$ cat src/rtl/redun_sq_driver.sv
// ============================================================================
// Module   : redun_sq_driver (with package redun_mont_pkg)
// Brief    : Host-side initiator for the redundant Montgomery squaring wrapper.
//            Optional checkpoint outputs under `define REDUN_DRV_CKPT_EN.
// Revision : 1.0 - initial release
// ============================================================================
`default_nettype none

package redun_mont_pkg;
  localparam int REDUN0_W = 64;
  typedef logic [REDUN0_W-1:0] redun0_t;
endpackage

module redun_sq_driver
  import redun_mont_pkg::*;
#(
  parameter int CNT_BITS    = 64,
  parameter int TIMEOUT_CYC = 4096,
  parameter int RST_HOLD    = 4,
  parameter int CKPT_LOG2   = 20
) (
  input  logic                i_clk,
  input  logic                i_reset,
  input  logic                i_go,
  input  logic                i_abort,
  input  redun0_t             i_seed,
  input  logic [CNT_BITS-1:0] i_iter,
  output logic                o_busy,
  output logic                o_done,
  output logic                o_err,
  output redun0_t             o_result,
  output logic [CNT_BITS-1:0] o_iter_cnt,
`ifdef REDUN_DRV_CKPT_EN
  output logic                o_ckpt_val,
  output redun0_t             o_ckpt,
`endif
  output logic                o_reset_mont,
  output logic                o_start,
  output redun0_t             o_sq_seed,
  input  redun0_t             i_sq_res,
  input  logic                i_res_val,
  input  logic                i_locked
);

  localparam int c_HOLD_W = $clog2(RST_HOLD + 1);
  localparam int c_WD_W   = $clog2(TIMEOUT_CYC + 1);

  typedef enum logic [2:0] {
    S_IDLE = 3'd0,
    S_RST  = 3'd1,
    S_LOCK = 3'd2,
    S_SEND = 3'd3,
    S_RUN  = 3'd4,
    S_FIN  = 3'd5,
    S_ERR  = 3'd6
  } state_t;

  state_t                r_state;
  state_t                w_state_nx;
  logic [c_HOLD_W-1:0]   r_hold;
  logic [c_WD_W-1:0]     r_wdog;
  logic                  r_lock_seen;
  redun0_t               r_seed;
  logic [CNT_BITS-1:0]   r_iter;
  logic [CNT_BITS-1:0]   w_cnt_inc;
  logic                  w_wdog_exp;
  logic                  w_accept;
  logic                  w_zero_job;
  logic                  w_capture;

  assign w_cnt_inc  = (&o_iter_cnt) ? o_iter_cnt : o_iter_cnt + CNT_BITS'(1);
  assign w_wdog_exp = (r_wdog == c_WD_W'(TIMEOUT_CYC - 1));
  assign o_sq_seed  = r_seed;

  always_ff @(posedge i_clk or posedge i_reset) begin
    if (i_reset) r_state <= S_IDLE;
    else         r_state <= w_state_nx;
  end

  always_comb begin
    w_state_nx   = r_state;
    w_accept     = 1'b0;
    w_zero_job   = 1'b0;
    w_capture    = 1'b0;
    o_busy       = (r_state != S_IDLE);
    o_done       = (r_state == S_FIN) || (r_state == S_ERR);
    o_start      = (r_state == S_SEND);
    o_reset_mont = (r_state == S_IDLE) || (r_state == S_RST) ||
                   (r_state == S_FIN)  || (r_state == S_ERR);
    case (r_state)
      S_IDLE: begin
        if (i_go) begin
          w_accept = 1'b1;
          if (i_iter == '0) begin
            w_zero_job = 1'b1;
            w_state_nx = S_FIN;
          end else begin
            w_state_nx = S_RST;
          end
        end
      end
      S_RST: begin
        if (i_abort)                                w_state_nx = S_IDLE;
        else if (r_hold == c_HOLD_W'(RST_HOLD - 1)) w_state_nx = S_LOCK;
      end
      S_LOCK: begin
        if (i_abort)                      w_state_nx = S_IDLE;
        else if (i_locked && r_lock_seen) w_state_nx = S_SEND;
        else if (w_wdog_exp)              w_state_nx = S_ERR;
      end
      S_SEND: begin
        w_state_nx = i_abort ? S_IDLE : S_RUN;
      end
      S_RUN: begin
        // Abort outranks a coincident result: nothing is captured.
        if (i_abort) begin
          w_state_nx = S_IDLE;
        end else if (i_res_val) begin
          w_capture = 1'b1;
          if (w_cnt_inc == r_iter) w_state_nx = S_FIN;
          else if (!i_locked)      w_state_nx = S_ERR;
        end else if (!i_locked || w_wdog_exp) begin
          w_state_nx = S_ERR;
        end
      end
      S_FIN:   w_state_nx = S_IDLE;
      S_ERR:   w_state_nx = S_IDLE;
      default: w_state_nx = S_IDLE;
    endcase
  end

  always_ff @(posedge i_clk or posedge i_reset) begin
    if (i_reset) begin
      r_hold      <= '0;
      r_wdog      <= '0;
      r_lock_seen <= 1'b0;
      r_seed      <= '0;
      r_iter      <= '0;
      o_err       <= 1'b0;
      o_result    <= '0;
      o_iter_cnt  <= '0;
    end else begin
      r_hold      <= (r_state == S_RST) ? r_hold + c_HOLD_W'(1) : '0;
      r_lock_seen <= (r_state == S_LOCK) && i_locked;
      // Watchdog spans LOCK and the gaps between results in RUN.
      if (((r_state == S_LOCK) || (r_state == S_RUN)) && !w_capture)
        r_wdog <= r_wdog + c_WD_W'(1);
      else
        r_wdog <= '0;
      if (w_accept) begin
        r_seed     <= i_seed;
        r_iter     <= i_iter;
        o_iter_cnt <= '0;
        o_err      <= 1'b0;
        if (w_zero_job) o_result <= i_seed;
      end
      if (w_capture) begin
        o_result   <= i_sq_res;
        o_iter_cnt <= w_cnt_inc;
      end
      if ((r_state != S_ERR) && (w_state_nx == S_ERR)) o_err <= 1'b1;
    end
  end

`ifdef REDUN_DRV_CKPT_EN
  logic w_ckpt_hit;
  assign w_ckpt_hit = w_capture && (w_cnt_inc[CKPT_LOG2-1:0] == '0) && (w_cnt_inc != '0);

  always_ff @(posedge i_clk or posedge i_reset) begin
    if (i_reset) begin
      o_ckpt_val <= 1'b0;
      o_ckpt     <= '0;
    end else begin
      o_ckpt_val <= w_ckpt_hit;
      if (w_ckpt_hit) o_ckpt <= i_sq_res;
    end
  end
`else
  logic w_unused_ckpt;
  assign w_unused_ckpt = (CKPT_LOG2 != 0);
`endif

endmodule

`default_nettype wire

$ cat config.mk
export PLATFORM = sky130hd
export DESIGN_NAME = redun_sq_driver
export DESIGN_NICKNAME = d
export VERILOG_FILES = /design/src/rtl/redun_sq_driver.sv
export SDC_FILE = /design/constraint.sdc
export NUM_CORES = 1
export LEC_CHECK = 0
export CAP_MARGIN = 40
export CORE_MARGIN = 1
export CORE_UTILIZATION = 54
export DETAILED_ROUTE_END_ITERATION = 10
export PLACE_DENSITY = 0.92
export SLEW_MARGIN = 20
export SYNTH_ARGS = -nofsm -noshare
export SYNTH_HDL_FRONTEND = slang
export SYNTH_SLANG_ARGS = --single-unit
$ cat constraint.sdc
create_clock -name i_clk -period 18.05 [get_ports i_clk]
set_input_delay 4.5125 -clock i_clk [delete_from_list [all_inputs] [get_ports i_clk]]
set_output_delay 4.5125 -clock i_clk [all_outputs]
set_load 0.02 [all_outputs]
==> summary.md, run 1 <==
| Metric | Value |
|---|---|
| CTS Buffer Depth | 3 |
| Iteration-0 DRC Markers | approximately 2.4k |
| Pins Over Slew Limit | 0 |
| Total CTS buffers | 30 |
| Worst Slack Setup Final | roughly 11000 ps |
| Final instance area | approximately 20000 sq um |
| Largest net degree at the start of global routing | 88 |
| Placed cell count | between 2k and 2.5k |
| Min-delay worst type | reg -> reg |
| Met2 routed WL | between 30000 and 40000 microns |
| Worst Clk Skew | ~33 ps |
| Slew Limit Headroom | approximately 40% |
| CP arrival | approximately 7500 ps |
| Initial Utilization | 55.6% |
| Share of cells above drive strength 1 | between 5 and 6% |
| Total grt overflow | 0 |
| Synth unique cells | 70 |
| Global-route wire length before repair | 105000 microns |
| M1 WL | about 25000 microns |
| Worst Tran Pin Value | around 890 ps |
| Buf+Inv Stages, Crit Path | 3 |
| Status | finished, final reports clean |
| Synth Cell Area | 15200 sq um |
| Total wire length | 71500 microns |
| Vias per cell | roughly 6.6 |
| TritonRoute pass-1 iters | 6 |
| Number of max-cap violations | 0 |
| Worst-Skew Late Latency | 590 ps |
| Tcrit/Tclk final | roughly two fifths |
| Final Hold Viols | 0 |
| Critical Path Fanout Max | 34 |
| Synth Flop Type | dfrtp_1 |
| Slowest-stage cell, CP | nor4_1 |
| CP Capture Type | flop |
| Non-Filler Instances | about 2.5k |
| Layout Nets | roughly 2.3k |
| Port Buffers | approximately 390 |
| Area post-placement | roughly 19000 sq um |
| Core Region | 27300 sq um |
| CTS H-Tree Depth | 1 |
| GRT Total Usage | between 40% and 50% |
| Leak | 9.07 nW |
| Post-synth EDFFs | 0 |
| Die ar. | 28700 sq um |
| Hpwl dp | between 50000 and 60000 microns |
| PD cells | around 120 nW/um^2 |
| Vias post-DR | 16.8k |
| Rows | 60 |
| Register area share after synthesis | 45.8% |
| Residual DRC | 0 |
| Top Layer Used | met5 |
| WP data required | between 15000 and 20000 ps |
| Stages on worst setup path | 9 |
| Max VDD drop | between 0.1 and 0.15 mV |
| Seq cells post-synth | about 280 |
| WL met3 | approximately 7900 microns |
| Antenna violations before repair | 2 |
| CTS tree | done |
| Syn avg cell area | roughly 8.4 sq um |
| Antenna Violating Nets Remaining | 0 |
| Clk root buf | clkbuf_16 |
| CP top delay family | simple AND/OR/NAND/NOR gates |
| Pre-CTS setup slack | around 10000 ps |
| CP Class | in -> reg |
| RSZ-0062 raised after global routing | no |
| Final setup viols | 0 |
| Setup tns final | 0 ps |
| Routability cong. | 0.992 |
| Critical Path Source Type | primary input |
| Resized cells post-CTS | 0 |
| Number of global-route vias before repair | roughly 17k |
| Top Ports | roughly 400 |
| Min Clock Period, post-route | 7080 ps |
| Crit path largest cell delay | slightly below 600 ps |
| Sink Count | around 280 |
| Die W | 170 microns |
| Cell count after synthesis | roughly 1.8k |
| Clock transition at the registers of the reported paths | around 60 ps |
| Hold depth | 2 |
| Setup Fix Bufs, Post-CTS | 0 |
| P&R area growth vs syn | 35.1% |
| Achievable Freq | between 100 and 150 MHz |
| Post-Syn Nets | about 2.0k |
| # hold bufs at CTS | 0 |
| Hold_ws | between 400 and 500 ps |
| Die Ht | 170 microns |
| Critical-path cell list | clkdlybuf4s50_1 -> nor4_1 -> nand4_1 -> nor3_1 -> nand2_4 -> buf_4 -> buf_16 -> mux2i_1 -> o21ai_0 |
| Asr flop ratio synth | 100% |
| Ys Warns | 0 |
| Per-cell routed wire length | between 20 and 30 microns |
| Worst reg2reg path depth | 11 |
-- cell families after synthesis --
group,share of synthesized area [%]
adder cells (fa/ha/maj),0.330
XOR/XNOR,5.87
flip-flops,45.8
buffers and inverters,3.44
AO/OA/AOI/OAI,12.6
multiplexers,4.65
AND/OR/NAND/NOR,27.3
-- cell type report --
type | instances | area, sq um
Timing Repair Buffer | 427 | 4280
Inverter | 18 | 75.1
Sequential cell | 277 | 6930
Multi-Input combinational cell | 1390 | 7730
Clock inverter | 13 | 169
Tap cell | 372 | 465
Clock buffer | 39 | 815
Fill cell | 1711 | 6790
Antenna cell | 1 | 2.50
-- sequential cells by signal (all words and copies together), names as in the netlist --
register and cells:
o_iter_cnt 64, o_result 64, o_sq_seed 64, r_iter 64, r_wdog 13, r_hold 3
r_state 3, o_err 1, r_lock_seen 1
-- metal layers --
metal,global-route usage (%),up-vias
met4,33.3,2
met2,77.7,1398
met1,60.4,8165
met5,0,-
met3,13.1,351
li1,-,6930
-- through the flow --
step	power (mW)	utilization, %
after floorplan	1.33	-
after global placement	1.73	70.7
after detailed placement	1.78	71.4
after CTS	2.43	75.0
after global routing	2.53	75.1
final	2.47	75.1
-- cell usage in the layout, fill, tap and decap left out, types with 5 or more instances in the layout --
cell / count
nand2_1: 556
and4_1: 15
nor3b_1: 8
nand3_1: 54
or3_1: 5
mux2i_1: 67
xnor2_1: 61
a2111oi_0: 6
or4_1: 7
nor3_1: 27
o31ai_1: 19
o211ai_1: 8
clkbuf_16: 30
nand4_1: 36
a211oi_1: 5
o41ai_1: 11
and3_1: 18
and2_1: 7
nor4_1: 39
a31oi_1: 21
buf_4: 20
nand2b_1: 14
o21ai_0: 169
nor2_1: 76
clkbuf_1: 6
or2_2: 6
clkinv_2: 8
xor2_1: 38
a21oi_1: 33
o2111ai_1: 6
dfrtp_1: 277
clkdlybuf4s50_1: 394
a22o_1: 7
inv_1: 17
nor4_2: 5
-- Yosys cell counts (all sizes together) (3+ instances only) --
| cell | instances | share of area, % |
|---|---|---|
| nand2 | 558 | 14 |
| dfrtp | 277 | 46 |
| o21ai | 169 | 5.6 |
| clkbuf | 90 | 2.2 |
| nor2 | 77 | 1.9 |
| mux2i | 67 | 4.4 |
| xnor2 | 61 | 3.5 |
| nand3 | 54 | 1.8 |
| nor4 | 46 | 2.3 |
| nand4 | 41 | 2.0 |
| xor2 | 38 | 2.2 |
| a21oi | 33 | 1.1 |
| nor3 | 28 | 0.96 |
| buf | 24 | 0.77 |
| a31oi | 21 | 0.87 |
| o31ai | 19 | 0.94 |
| and3 | 18 | 0.74 |
| inv | 18 | 0.45 |
| and4 | 15 | 0.87 |
| nand2b | 14 | 0.58 |
| o41ai | 12 | 0.74 |
| or4 | 9 | 0.50 |
| a2111oi | 8 | 0.48 |
| and2 | 8 | 0.33 |
| nor3b | 8 | 0.40 |
| o211ai | 8 | 0.40 |
| a22o | 7 | 0.40 |
| a211oi | 6 | 0.33 |
| o2111ai | 6 | 0.35 |
| or2 | 6 | 0.25 |
| or3 | 6 | 0.28 |
| ha | 4 | 0.33 |
| nor2b | 4 | 0.17 |
| nor4b | 4 | 0.27 |
| o22ai | 4 | 0.17 |
| a22oi | 3 | 0.15 |
| a41oi | 3 | 0.17 |
| mux2 | 3 | 0.22 |
-- final timing paths --
| path | slack (ps) | end | from |
|---|---|---|---|
| min in group asynchronous | 4370 | o_sq_seed[11] | i_reset |
| max in group asynchronous | 11320 | r_iter[46] | i_reset |
| worst min-delay path | 490 | o_sq_seed[36] | o_sq_seed[36] |
| worst max-delay path | 10970 | o_result[52] | i_iter[43] |
| worst min register to register | 490 | o_sq_seed[36] | o_sq_seed[36] |
| worst max register to register | 12350 | o_err | o_iter_cnt[35] |
-- worst reg2reg max path, cell delays in order, from the launching register on --
cell and delay (ps):
dfrtp_1 690, nand4_1 680, nor4_1 590, and4_1 770, nand2_1 690, o21ai_0 410
nand2_1 100, nor4b_1 360, nand4_1 220, or4_1 650, nor2b_1 190, a22o_1 210
-- power by group --
part           internal (mW)  switching [mW]
Sequential             0.781           0.155
Combinational          0.361           0.540
Clock                  0.360           0.273
Total                   1.50           0.968
No activity file was read; power rests on OpenSTA's default activity.
==> run 2, diff against run 1 <==
CORE_UTILIZATION = 50   (was 54)
PLACE_DENSITY = 0.87   (was 0.92)
clock period = 6.8 ns   (was 18.05 ns; I/O delays follow)
==> run 2 against run 1 <==
  * Register-to-register slack worse by 11000 ps
  * Final cell count up 0.95%
  * Clock-buffer cell count up 5
  * Worst hold slack worse by 39 ps
  * First-iteration DRC count down 16%
  * Sequential power rose to 2.6 times the previous value
  * Global-route usage down 7.2 points
  * Clock skew down 4.5 ps
  * Worst setup slack worse by 9600 ps
  * Die area up 7.9%
  * Sequential share of layout area about the same
  * Via count down 4.9%
  * Largest power group unchanged
==> summary.md, run 2 (synthesis results as in run 1) <==
| Metric | Value |
|---|---|
| Status | finished, final reports clean |
| Slew Limit Headroom | 34.8% (-5.1 points) |
| Antenna Violating Nets Remaining | 0 (unchanged) |
| Core Region | 29700 sq um (+9.0%) |
| Max VDD drop | 0.369 mV (+240%) |
| Sink Count | 277 (unchanged) |
| Critical-path cell list | ha_1 -> nand4_2 -> nor4_2 -> buf_2 -> nand4_2 -> nor2_1 -> buf_4 -> nor3_1 -> xnor2_1 -> nor4_1 -> nand3_1 -> nor4_1 -> o41ai_2 -> a22o_1 |
| CP top delay family | simple AND/OR/NAND/NOR gates |
| Port Buffers | 394 (unchanged) |
| Leak | 9.06 nW (-0.13%) |
| Final Hold Viols | 0 (unchanged) |
| Number of max-cap violations | 0 (unchanged) |
| Min Clock Period, post-route | about 5500 ps |
| RSZ-0062 raised after global routing | no |
| Total grt overflow | 0 (unchanged) |
| Most common cell after layout, fill and taps aside | nand2_1 |
| GRT Total Usage | 42.4% (-7.2 points) |
| Critical Path Fanout Max | 9 (-74%) |
| Die Ht | 176 microns (+3.9%) |
| Hpwl dp | 49400 microns (-2.8%) |
| Min-delay worst type | reg -> reg |
| WP data required | 7250 ps (-11230 ps) |
| Largest net degree at the start of global routing | 132 (+50%) |
| CTS Buffer Depth | 3 (unchanged) |
| P&R area growth vs syn | 35.0% (about the same) |
| Worst Clk Skew | 28.4 ps (-4.51 ps) |
| Top Ports | 395 (unchanged) |
| CTS H-Tree Depth | 1 (unchanged) |
| CP Class | reg -> reg |
| Crit. Startpoint | o_iter_cnt[0] |
| Critical Path Source Type | flop |
| R2r startpoint | o_iter_cnt[0] |
| Rows | 63 (+5.0%) |
| Pins Over Slew Limit | 0 (unchanged) |
| Crit path largest cell delay | 620 ps (+30 ps) |
| Clk root buf | clkbuf_16 |
| Total CTS buffers | 30 (unchanged) |
| Die W | 176 microns (+3.9%) |
| R2r endpoint | o_err |
| Resized cells post-CTS | 0 (unchanged) |
| Worst reg2reg path depth | 14 (+3) |
| Worst Tran Pin Value | 953 ps (+59.4 ps) |
| Setup Fix Bufs, Post-CTS | 0 (unchanged) |
| Number of global-route vias before repair | 15.7k (-5.1%) |
| Final setup viols | 0 (unchanged) |
| Hold EP | r_hold[0] |
| Slowest-stage cell, CP | nor4_1 |
| TritonRoute pass-1 iters | 8 (+2) |
| Achievable Freq | 183 MHz |
| Total wire length | 66500 microns (-6.9%) |
| Worst-Skew Late Latency | 590 ps (about the same) |
| # hold bufs at CTS | 0 (unchanged) |
| Hold depth | 1 (-1) |
| Initial Utilization | 51.0% (-4.6 points) |
| Commonest non-fill, non-tap cells in the layout | nand2_1, clkdlybuf4s50_1, dfrtp_1 |
| Antenna violations before repair | 2 (unchanged) |
| Vias post-DR | 16.0k (-4.9%) |
| Tcrit/Tclk final | roughly 80% |
| Global-route wire length before repair | 98200 microns (-6.9%) |
| Iteration-0 DRC Markers | 2001 (-16%) |
| Buf+Inv Stages, Crit Path | 2 (-1) |
| PD cells | 312 nW/um^2 (+160%) |
| Vias per cell | 6.25 (-5.8%) |
| Worst hold start | r_hold[0] |
| Fin util | 68.8% (-6.2 points) |
| CP arrival | 5920 ps (-1590 ps) |
| Clock transition at the registers of the reported paths | 60 ps (about the same) |
| Per-cell routed wire length | 26.0 microns (-7.8%) |
| CP Capture Type | flop |
| Layout Nets | 2348 (+0.085%) |
| Share of cells above drive strength 1 | 5.44% (+0.22 points) |
| FF-to-FF setup slack | 1340 ps (-11010 ps) |
| Residual DRC | 0 (unchanged) |
| CTS tree | done |
| Setup tns final | 0 ps (unchanged) |
| Die ar. | 31000 sq um (+7.9%) |
| Routability cong. | 1.04 (+4.8%) |
-- run 2: area by class of cell --
type                            count  area [sq um]
Fill cell                        2234          9260
Multi-Input combinational cell   1390          7730
Sequential cell                   277          6930
Timing Repair Buffer              429          4270
Clock buffer                       44           883
Tap cell                          390           488
Clock inverter                     11          82.6
Inverter                           18          71.3
Antenna cell                        2          5.00
-- run 2: worst max-delay path by stage --
stage / endpoint / cells past startpoint
floorplan: o_err / 1
global placement: o_err / 13
detailed placement: o_err / 13
CTS: o_err / 13
global route: o_err / 14
finish: o_err / 14
-- run 2: stage by stage --
| step | setup WS, ps | hold WS [ps] | cells | instance area [sq um] | total power [mW] |
|---|---|---|---|---|---|
| floorplan | 1430 | 415 | 1799 | 15200 | 3.52 |
| global placement | 1160 | 425 | 2494 | 19400 | 4.65 |
| detailed placement | 1580 | 437 | 2501 | 19400 | 4.71 |
| CTS | 1510 | 445 | 2556 | 20400 | 6.33 |
| global route | 1120 | 467 | 2561 | 20500 | 6.60 |
| finish | 1340 | 447 | 2561 | 20500 | 6.38 |
-- run 2: power breakdown --
group | internal (mW) | leakage (nW) | switching, mW
Sequential | 2.07 | 3.61 | 0.353
Clock | 0.900 | 0.481 | 0.709
Combinational | 0.967 | 4.97 | 1.37
-- run 2: worst register-to-register path, cell delays in order (launching register included) --
cell and delay [ps]:
dfrtp_1 520, ha_1 390, nand4_2 310, nor4_2 540, buf_2 290, nand4_2 290, nor2_1 600, buf_4 300
nor3_1 110, xnor2_1 140, nor4_1 620, nand3_1 230, nor4_1 580, o41ai_2 180, a22o_1 210
-- run 2: layer usage --
layer  vias to the layer above  share of wire, %  routed length (microns)  global-route usage (%)
met5                         -                 0                        0                       0
met4                         0               7.3                     4840                    24.8
met3                       244               9.1                     6020                    8.16
met2                      1068                46                    30500                    67.7
met1                      7755                38                    25100                    53.7
li1                       6946                 -                        -                       -
==> run 3, diff against run 2 <==
clock period = 5.4 ns   (was 6.8 ns; I/O delays follow)
==> run 3 against run 2 <==
  * Clock-buffer cell count fell by 6
  * Sequential power rose by 25%
  * Global-route usage rose by 0.43 points
  * Core utilization rose by 1.4 points
  * Largest power group unchanged
==> summary.md, run 3 (synthesis results as in run 1) <==
| Metric | Value |
|---|---|
| Clk root buf | clkbuf_16 |
| Critical Path Fanout Max | 11 (+2) |
| PD cells | 397 nW/um^2 (+27%) |
| Final setup viols | 0 (unchanged) |
| Total grt overflow | 0 (unchanged) |
| Pre-CTS setup slack | 665 ps (-914 ps) |
| Slew Limit Headroom | 39.8% (+4.9 points) |
| Achievable Freq | 212 MHz (+16%) |
| CP Class | reg -> reg |
| # hold bufs at CTS | 0 (unchanged) |
| CTS Buffer Depth | 3 (unchanged) |
| CTS tree | done |
| Critical Path Source Type | flop |
| Final instance area | 20900 sq um (+2.1%) |
| Final Hold Viols | 0 (unchanged) |
| P&R area growth vs syn | 37.8% |
| CP arrival | 5210 ps (-710 ps) |
| Antenna Violating Nets Remaining | 0 (unchanged) |
| Vias per cell | 6.22 (-0.44%) |
| Setup Fix Bufs, Post-CTS | 0 (unchanged) |
| Top Ports | 395 (unchanged) |
| Die ar. | 31000 sq um (unchanged) |
| Die W | 176 microns (unchanged) |
| Largest net degree at the start of global routing | 115 (-13%) |
| CP top delay family | simple AND/OR/NAND/NOR gates |
| Number of max-cap violations | 0 (unchanged) |
| Buf+Inv Stages, Crit Path | 2 (unchanged) |
| # fillers | 2184 (-2.2%) |
| Total CTS buffers | 31 (+3.3%) |
| CTS H-Tree Depth | 1 (unchanged) |
| Worst Slack Setup Final | 683 ps (-652 ps) |
| Die Ht | 176 microns (unchanged) |
| Initial Utilization | 51.0% (unchanged) |
| Clock transition at the registers of the reported paths | 60 ps (about the same) |
| Fin util | 70.3% (+1.4 points) |
| Vias post-DR | 16.2k (+0.92%) |
| Critical-path cell list | ha_1 -> nand4_2 -> or4_4 -> nor3_2 -> buf_4 -> and2_1 -> buf_4 -> nor4_1 -> xnor2_1 -> nor4_1 -> nand3_1 -> or4_1 -> nor2b_1 -> a22o_1 |
| Max VDD drop | 0.349 mV (-5.4%) |
| Min Clock Period, post-route | 4720 ps (-748 ps) |
| WP data required | 5890 ps (-1360 ps) |
| Sink Count | 277 (unchanged) |
| Rows | 63 (unchanged) |
| Routability cong. | 1.07 (+2.8%) |
| Most common cell after layout, fill and taps aside | nand2_1 |
| Worst-Skew Late Latency | 600 ps (about the same) |
| Core Region | 29700 sq um (unchanged) |
| Global-route wire length before repair | 99000 microns (+0.81%) |
| Tcrit/Tclk final | 87.3% (+7.0 points) |
| CP Capture Type | flop |
| Total wire length | 66700 microns (+0.22%) |
| Resized cells post-CTS | 0 (unchanged) |
| Commonest non-fill, non-tap cells in the layout | nand2_1, clkdlybuf4s50_1, dfrtp_1 |
| Antenna violations before repair | 3 (+1) |
| Worst Clk Skew | 28.1 ps (-0.232 ps) |
| Share of cells above drive strength 1 | 7.17% (+1.7 points) |
| Pins Over Slew Limit | 0 (unchanged) |
| Iteration-0 DRC Markers | 1819 (-9.1%) |
| RSZ-0062 raised after global routing | no |
| Status | finished, final reports clean |
| Per-cell routed wire length | 25.7 microns (-1.1%) |
| TritonRoute pass-1 iters | 6 (-2) |
| Area post-placement | 19800 sq um (+1.7%) |
| Residual DRC | 0 (unchanged) |
| GRT Total Usage | 42.8% (+0.43 points) |
| Leak | 9.31 nW (+2.7%) |
| Slowest-stage cell, CP | or4_4 |
| Min-delay worst type | reg -> reg |
| Setup tns final | 0 ps (unchanged) |
| Crit path largest cell delay | 710 ps (+90 ps) |
| Hpwl dp | 49800 microns (+0.84%) |
| Number of global-route vias before repair | 15.8k (+0.33%) |
| Worst Tran Pin Value | 895 ps (-57.3 ps) |
| Port Buffers | 394 (unchanged) |
| Layout Nets | 2385 (+1.6%) |
==> run 3: area by class of cell <==
cell class,count,area [sq um],share of cell area [%]
antenna,1,2.50,0.0120
clock inverter,17,258,1.23
clock buffer,38,842,4.03
timing repair buffer,465,4560,21.8
inverter,18,71.3,0.342
multi-input combinational,1390,7730,37.0
tap,390,488,2.34
sequential,277,6930,33.2
==> run 3: worst paths after layout <==
kind	start	end	slack (ps)	cells past startpoint
worst max-delay path	o_iter_cnt[1]	o_err	680	14
worst min-delay path	r_hold[0]	r_hold[0]	470	1
worst max register to register	o_iter_cnt[1]	o_err	680	14
worst min register to register	r_hold[0]	r_hold[0]	470	1
max in group asynchronous	i_reset	o_sq_seed[8]	3080	3
min in group asynchronous	i_reset	r_iter[58]	1240	2
==> run 3: metrics by stage <==
step	total power [mW]	hold WS [ps]	cells
global placement	5.86	427	2537
global route	8.57	496	2596
floorplan	4.44	415	1799
CTS	8.26	476	2594
detailed placement	5.93	460	2539
finish	8.29	467	2596
==> run 3: power by group <==
group	switching (mW)	internal, mW	total (mW)
Combinational	1.73	1.21	2.94
Clock	0.916	1.39	2.31
Sequential	0.426	2.61	3.04
Total	3.07	5.22	8.29
==> run 3: layer usage <==
metal  share of wire [%]  global-route usage, %  vias to the layer above  wire [microns]
met5               0.022                      0                        -              15
met4                 6.9                   24.2                        2            4630
met2                  46                   68.8                     1062           30900
li1                    -                      -                     7021               -
met1                  37                   53.8                     7840           25000
met3                 9.2                   8.74                      235            6150
